$ cat config.mk
export PLATFORM = sky130hd
export DESIGN_NAME = axi4_arbiter_2to1
export DESIGN_NICKNAME = d
export VERILOG_FILES = /design/src/rtl/axi4_arbiter_2to1.sv
export SDC_FILE = /design/constraint.sdc
export NUM_CORES = 1
export LEC_CHECK = 0
export CAP_MARGIN = 20
export CORE_AREA = 2 2 146 148
export CTS_CLUSTER_SIZE = 25
export DETAILED_ROUTE_END_ITERATION = 10
export DIE_AREA = 0 0 148 150
export PLACE_DENSITY_LB_ADDON = 0.3
export SYNTH_ARGS = -nofsm -noshare
export SYNTH_HDL_FRONTEND = slang
export SYNTH_SLANG_ARGS = --single-unit
$ cat constraint.sdc
create_clock -name clk -period 4.06 [get_ports clk]
set_input_delay 0.812 -clock clk [delete_from_list [all_inputs] [get_ports clk]]
set_output_delay 0.812 -clock clk [all_outputs]
set_load 0.1 [all_outputs]
$ cat src/rtl/axi4_arbiter_2to1.sv
// axi4_arbiter_2to1: two AXI4 masters share one slave port, one burst outstanding at a time.
// Optional build macro AXI_ARB_FIXED_PRIO_EN: master 0 always wins ties instead of round-robin.
`default_nettype none

module axi4_arbiter_2to1 #(
   parameter int A_WIDTH    = 32,
   parameter int BYTE_WIDTH = 2
) (
   input  logic                      clk,
   input  logic                      rstn,
   // master 0
   input  logic                      m0_awvalid,
   output logic                      m0_awready,
   input  logic [A_WIDTH-1:0]        m0_awaddr,
   input  logic [7:0]                m0_awlen,
   input  logic                      m0_wvalid,
   output logic                      m0_wready,
   input  logic                      m0_wlast,
   input  logic [8*BYTE_WIDTH-1:0]   m0_wdata,
   output logic                      m0_bvalid,
   input  logic                      m0_bready,
   input  logic                      m0_arvalid,
   output logic                      m0_arready,
   input  logic [A_WIDTH-1:0]        m0_araddr,
   input  logic [7:0]                m0_arlen,
   output logic                      m0_rvalid,
   input  logic                      m0_rready,
   output logic                      m0_rlast,
   output logic [8*BYTE_WIDTH-1:0]   m0_rdata,
   // master 1
   input  logic                      m1_awvalid,
   output logic                      m1_awready,
   input  logic [A_WIDTH-1:0]        m1_awaddr,
   input  logic [7:0]                m1_awlen,
   input  logic                      m1_wvalid,
   output logic                      m1_wready,
   input  logic                      m1_wlast,
   input  logic [8*BYTE_WIDTH-1:0]   m1_wdata,
   output logic                      m1_bvalid,
   input  logic                      m1_bready,
   input  logic                      m1_arvalid,
   output logic                      m1_arready,
   input  logic [A_WIDTH-1:0]        m1_araddr,
   input  logic [7:0]                m1_arlen,
   output logic                      m1_rvalid,
   input  logic                      m1_rready,
   output logic                      m1_rlast,
   output logic [8*BYTE_WIDTH-1:0]   m1_rdata,
   // slave
   output logic                      s_awvalid,
   input  logic                      s_awready,
   output logic [A_WIDTH-1:0]        s_awaddr,
   output logic [7:0]                s_awlen,
   output logic                      s_wvalid,
   input  logic                      s_wready,
   output logic                      s_wlast,
   output logic [8*BYTE_WIDTH-1:0]   s_wdata,
   input  logic                      s_bvalid,
   output logic                      s_bready,
   output logic                      s_arvalid,
   input  logic                      s_arready,
   output logic [A_WIDTH-1:0]        s_araddr,
   output logic [7:0]                s_arlen,
   input  logic                      s_rvalid,
   output logic                      s_rready,
   input  logic                      s_rlast,
   input  logic [8*BYTE_WIDTH-1:0]   s_rdata,
   output logic [1:0]                o_grant,
   output logic                      o_busy
);

   typedef enum logic [2:0] {
      S_IDLE = 3'd0,
      S_AW   = 3'd1,
      S_W    = 3'd2,
      S_B    = 3'd3,
      S_AR   = 3'd4,
      S_R    = 3'd5
   } state_t;

   state_t     r_state;
   logic [1:0] r_grant;
   logic       r_busy;
   logic       r_rr_last;
   logic [8:0] r_beat;
   logic [7:0] r_len;

   logic w_req0, w_req1, w_win, w_win_aw, w_sel;
   logic w_in_aw, w_in_b, w_in_ar, w_in_r, w_w_ok, w_last_beat;
   logic w_aw_hs, w_w_hs, w_b_hs, w_ar_hs, w_r_hs;
   logic w_awready, w_wready, w_bvalid, w_arready, w_rvalid, w_rlast;

   assign w_req0 = m0_awvalid | m0_arvalid;
   assign w_req1 = m1_awvalid | m1_arvalid;

   always_comb begin
      w_win = w_req1 & ~w_req0;
      if (w_req0 & w_req1) begin
`ifdef AXI_ARB_FIXED_PRIO_EN
         w_win = 1'b0;
`else
         w_win = ~r_rr_last;
`endif
      end
   end

   assign w_win_aw = w_win ? m1_awvalid : m0_awvalid;

   // Grant is cleared in S_IDLE, so outside a burst the mux points at master 0 but every valid/ready is gated off.
   assign w_sel       = r_grant[1];
   assign w_in_aw     = (r_state == S_AW);
   assign w_in_b      = (r_state == S_B);
   assign w_in_ar     = (r_state == S_AR);
   assign w_in_r      = (r_state == S_R);
   assign w_w_ok      = (r_state == S_W) && (r_beat <= {1'b0, r_len});
   assign w_last_beat = (r_beat == {1'b0, r_len});

   assign s_awvalid = w_in_aw & (w_sel ? m1_awvalid : m0_awvalid);
   assign s_awaddr  = w_sel ? m1_awaddr : m0_awaddr;
   assign s_awlen   = w_sel ? m1_awlen  : m0_awlen;
   assign s_wvalid  = w_w_ok & (w_sel ? m1_wvalid : m0_wvalid);
   assign s_wlast   = w_sel ? m1_wlast : m0_wlast;
   assign s_wdata   = w_sel ? m1_wdata : m0_wdata;
   assign s_bready  = w_in_b & (w_sel ? m1_bready : m0_bready);
   assign s_arvalid = w_in_ar & (w_sel ? m1_arvalid : m0_arvalid);
   assign s_araddr  = w_sel ? m1_araddr : m0_araddr;
   assign s_arlen   = w_sel ? m1_arlen  : m0_arlen;
   assign s_rready  = w_in_r & (w_sel ? m1_rready : m0_rready);

   assign w_awready = w_in_aw & s_awready;
   assign w_wready  = w_w_ok & s_wready;
   assign w_bvalid  = w_in_b & s_bvalid;
   assign w_arready = w_in_ar & s_arready;
   assign w_rvalid  = w_in_r & s_rvalid;
   // Beat count terminates the burst even if the slave never raises rlast.
   assign w_rlast   = w_in_r & (s_rlast | w_last_beat);

   assign m0_awready = w_awready & ~w_sel;
   assign m1_awready = w_awready &  w_sel;
   assign m0_wready  = w_wready  & ~w_sel;
   assign m1_wready  = w_wready  &  w_sel;
   assign m0_bvalid  = w_bvalid  & ~w_sel;
   assign m1_bvalid  = w_bvalid  &  w_sel;
   assign m0_arready = w_arready & ~w_sel;
   assign m1_arready = w_arready &  w_sel;
   assign m0_rvalid  = w_rvalid  & ~w_sel;
   assign m1_rvalid  = w_rvalid  &  w_sel;
   assign m0_rlast   = w_rlast   & ~w_sel;
   assign m1_rlast   = w_rlast   &  w_sel;
   assign m0_rdata   = s_rdata;
   assign m1_rdata   = s_rdata;

   assign w_aw_hs = s_awvalid & s_awready;
   assign w_w_hs  = s_wvalid  & s_wready;
   assign w_b_hs  = s_bvalid  & s_bready;
   assign w_ar_hs = s_arvalid & s_arready;
   assign w_r_hs  = s_rvalid  & s_rready;

   always_ff @(posedge clk or negedge rstn) begin
      if (!rstn) begin
         r_state   <= S_IDLE;
         r_grant   <= 2'b00;
         r_busy    <= 1'b0;
         r_rr_last <= 1'b1;
         r_beat    <= 9'd0;
         r_len     <= 8'd0;
      end else begin
         case (r_state)
            S_IDLE: begin
               if (w_req0 | w_req1) begin
                  r_grant   <= w_win ? 2'b10 : 2'b01;
                  r_rr_last <= w_win;
                  r_busy    <= 1'b1;
                  r_state   <= w_win_aw ? S_AW : S_AR;
               end
            end
            S_AW: begin
               if (w_aw_hs) begin
                  r_len   <= s_awlen;
                  r_beat  <= 9'd0;
                  r_state <= S_W;
               end
            end
            S_W: begin
               if (w_w_hs) begin
                  r_beat <= r_beat + 9'd1;
                  if (s_wlast) r_state <= S_B;
               end
            end
            S_B: begin
               if (w_b_hs) begin
                  r_grant <= 2'b00;
                  r_busy  <= 1'b0;
                  r_state <= S_IDLE;
               end
            end
            S_AR: begin
               if (w_ar_hs) begin
                  r_len   <= s_arlen;
                  r_beat  <= 9'd0;
                  r_state <= S_R;
               end
            end
            S_R: begin
               if (w_r_hs) begin
                  r_beat <= r_beat + 9'd1;
                  if (s_rlast | w_last_beat) begin
                     r_grant <= 2'b00;
                     r_busy  <= 1'b0;
                     r_state <= S_IDLE;
                  end
               end
            end
            default: begin
               r_grant <= 2'b00;
               r_busy  <= 1'b0;
               r_state <= S_IDLE;
            end
         endcase
      end
   end

   assign o_grant = r_grant;
   assign o_busy  = r_busy;

endmodule

`default_nettype wire
==> impl_metrics.tcl <==
set metrics [dict create \
    status "completed" \
    diodes 0 \
    crit_path_start_kind "register" \
    clockRootBuffer "clkbuf_16" \
    dr.first_iter.drc_count 121 \
    yosysWarnings 0 \
    grt_pass1_vias 3462 \
    htreeDepth 1 \
    synth_ff_type "dfrtp_1" \
    top_usage_layer "met2" \
    syn_area_um2 3180 \
    path_class "register to output port" \
    die_w_um 148 \
    worst_slew_pin_slew_ns 0.979 \
    routed_wl_mm 17.0 \
    num_vias 3626 \
    initial_core_util_pct 15.4 \
    gp_congestion 0.758 \
    pwr_density_cell_nw_per_um2 810 \
    placed_area_um2 6240 \
    synthDistinctLibCells 47 \
    clk_pin_slew_ns 0.06 \
    maxCapViolCount 0 \
    yosysSeqAreaShare_pct 18.9 \
    dp_hpwl_mm 14.6 \
    syn-num-nets 584 \
    required_ns 3.25 \
    grt_pass1_wl_mm 22.6 \
    period_share_pct 79.2 \
    cts_hold_buffers 0 \
    antenna_left 0 \
    nFillCells 2188 \
    drc_errors 0 \
    grt_overflow 0 \
    via_per_inst 4.00 \
    worstPathArrival_ns 2.40 \
    clock_sinks 24 \
    slew_headroom_pct 34.5 \
    end_kind "output port" \
    use_met2_pct 21.2 \
    grt_usage_pct 13.6 \
    fin_crit_ns 3.22 \
    rows 53 \
    setup_viol 0 \
    finalHoldViolCount 0 \
    skew_ns 0.00255 \
    synth-async-reset-ratio_pct 100 \
    cts_tree "yes" \
    syn_area_per_cell_um2 9.17 \
    crit_fanout 5 \
    antenna_found_initial 0 \
    synth-seq-cells 24 \
    cts-buffers-inserted 3 \
    whs_ns 0.510 \
    cts.path.max_buffers 2 \
    synth-edff-count 0 \
    io_pins 377 \
    design_area_um2 6320 \
    p_leak_uw 0.00262 \
    rsz0062_at_grt "false" \
    port_buffers 328 \
    drv_slew 0 \
    drive_gt1_share_pct 36.6 \
    synthCells 347 \
    routedWlPerCell_um 18.8 \
    fin_nets 870 \
    area_delta_synth_final_pct 98.5 \
    min_path_type "register to register" \
    met1_usage_pct 19.2 \
    die_y_um 150 \
    dieArea_um2 22200 \
    peakVddDrop_v 0.000355 \
    placeableCoreArea_um2 20700 \
    drt_pass1_iterations 4 \
    clk_latency_ns 0.26 \
    grt_max_degree 64 \
    cts_resized 0 \
    grt_util_met3_pct 4.54 \
    fmax_mhz 311 \
    post_cts_buffers 0 \
]
## cell usage after synthesis (all sizes together) (2+ instances only)
cell,count,area [µm²]
nand2,15,56.3
nor2,26,114
o21ai,14,70.1
a31oi,5,46.3
nor3,5,25.0
ha,9,113
o31ai,7,52.6
or3,2,17.5
buf,46,313
mux2i,18,180
nand2b,2,12.5
o221ai,2,17.5
and3,8,50.1
nor2b,3,18.8
mux2,102,1150
dfrtp,23,576
and2,3,18.8
clkbuf,4,15.0
inv,16,60.1
nand3,10,50.1
a21oi,10,50.1
## kinds of logic (layout without fill, tap and decap cells)
kind of cell	count (synthesis)	after routing	synth area share, %
muxes	120	120	41.9
and+or+nand+nor	83	83	13.6
buffers and inverters	66	351	12.2
AOI/OAI and AO/OA	45	45	9.83
DFF	24	24	18.9
adders and majority gates	9	9	3.54
## area by class of cell
cell class | instances | area (µm²) | area share, %
Inverter | 16 | 60.1 | 0.951
Timing Repair Buffer | 331 | 3030 | 48.0
Multi-Input combinational cell | 257 | 2200 | 34.8
Tap cell | 275 | 344 | 5.45
Clock buffer | 4 | 78.8 | 1.25
Sequential cell | 24 | 606 | 9.59
## routing by layer
layer  routed length [µm]  part of all wire [%]  up-vias
met2                 7770                    46      159
li1                     -                     -     1788
met5                    0                     0        -
met1                 7610                    45     1670
met4                   78                  0.46        0
met3                 1570                   9.2        9
## per-stage QoR
step | setup WS, ns | util, % | setup TNS, ns | instances | total power (µW)
2_1_floorplan | -0.668 | - | -1.89 | 347 | 4040
3_3_place_gp | 1.17 | 30.1 | 0 | 903 | 4930
3_5_place_dp | 1.13 | 30.1 | 0 | 903 | 4930
4_1_cts | 0.861 | 30.5 | 0 | 907 | 5160
5_1_grt | 0.719 | 30.5 | 0 | 907 | 5330
6_report | 0.843 | 30.5 | 0 | 907 | 5120
## state kept, by name (all words and copies together), names as in the netlist
signal,count
r_rr_last,1
o_busy,1
r_state,3
o_grant,2
r_len,8
r_beat,9
## final timing paths
kind	slack, ns	startpoint	depth (start not counted)	to
setup reg to reg	1.41	o_grant[1]	6	r_beat[7]
max in group asynchronous	2.36	rstn	2	r_len[2]
hold / removal	0.51	o_busy	2	o_busy
min in group asynchronous	1.04	rstn	1	r_beat[8]
setup / recovery	0.84	r_beat[7]	7	m1_wready
hold reg to reg	0.51	o_busy	2	o_busy
## layout by cell type, fill, tap and decap left out, types with 3 or more instances in the layout
| cell type | netlist | routed |
|---|---|---|
| mux2_2 | 100 | 100 |
| dfrtp_1 | 23 | 22 |
| a31oi_1 | 4 | 4 |
| clkbuf_16 | 0 | 3 |
| nand2_1 | 15 | 15 |
| inv_1 | 16 | 16 |
| buf_4 | 32 | 117 |
| nor3_1 | 5 | 5 |
| o31ai_1 | 7 | 7 |
| nor2b_1 | 3 | 3 |
| o21ai_1 | 7 | 7 |
| a21oi_1 | 10 | 10 |
| clkdlybuf4s50_1 | 0 | 213 |
| nor2_1 | 25 | 25 |
| mux2i_1 | 18 | 18 |
| nand3_1 | 10 | 10 |
| and2_1 | 3 | 3 |
| and3_1 | 8 | 8 |
| ha_1 | 9 | 9 |
| o21ai_0 | 7 | 7 |
## power by group
group / leakage [µW] / switching (µW) / internal, µW
Clock: 0.0000382 / 84.1 / 134
Sequential: 0.000297 / 218 / 327
Combinational: 0.00229 / 3150 / 1200
Total: 0.00262 / 3450 / 1670
## critical path, stage by stage, from the launching register on
cell and delay [ns]:
dfrtp_1 0.42, ha_1 0.35, a211oi_1 0.33, nand2_1 0.11, o211ai_2 0.28, nand2_1 0.17, nor3_1 0.17, buf_4 0.32
Note: power is estimated with default switching activity, not from simulation.
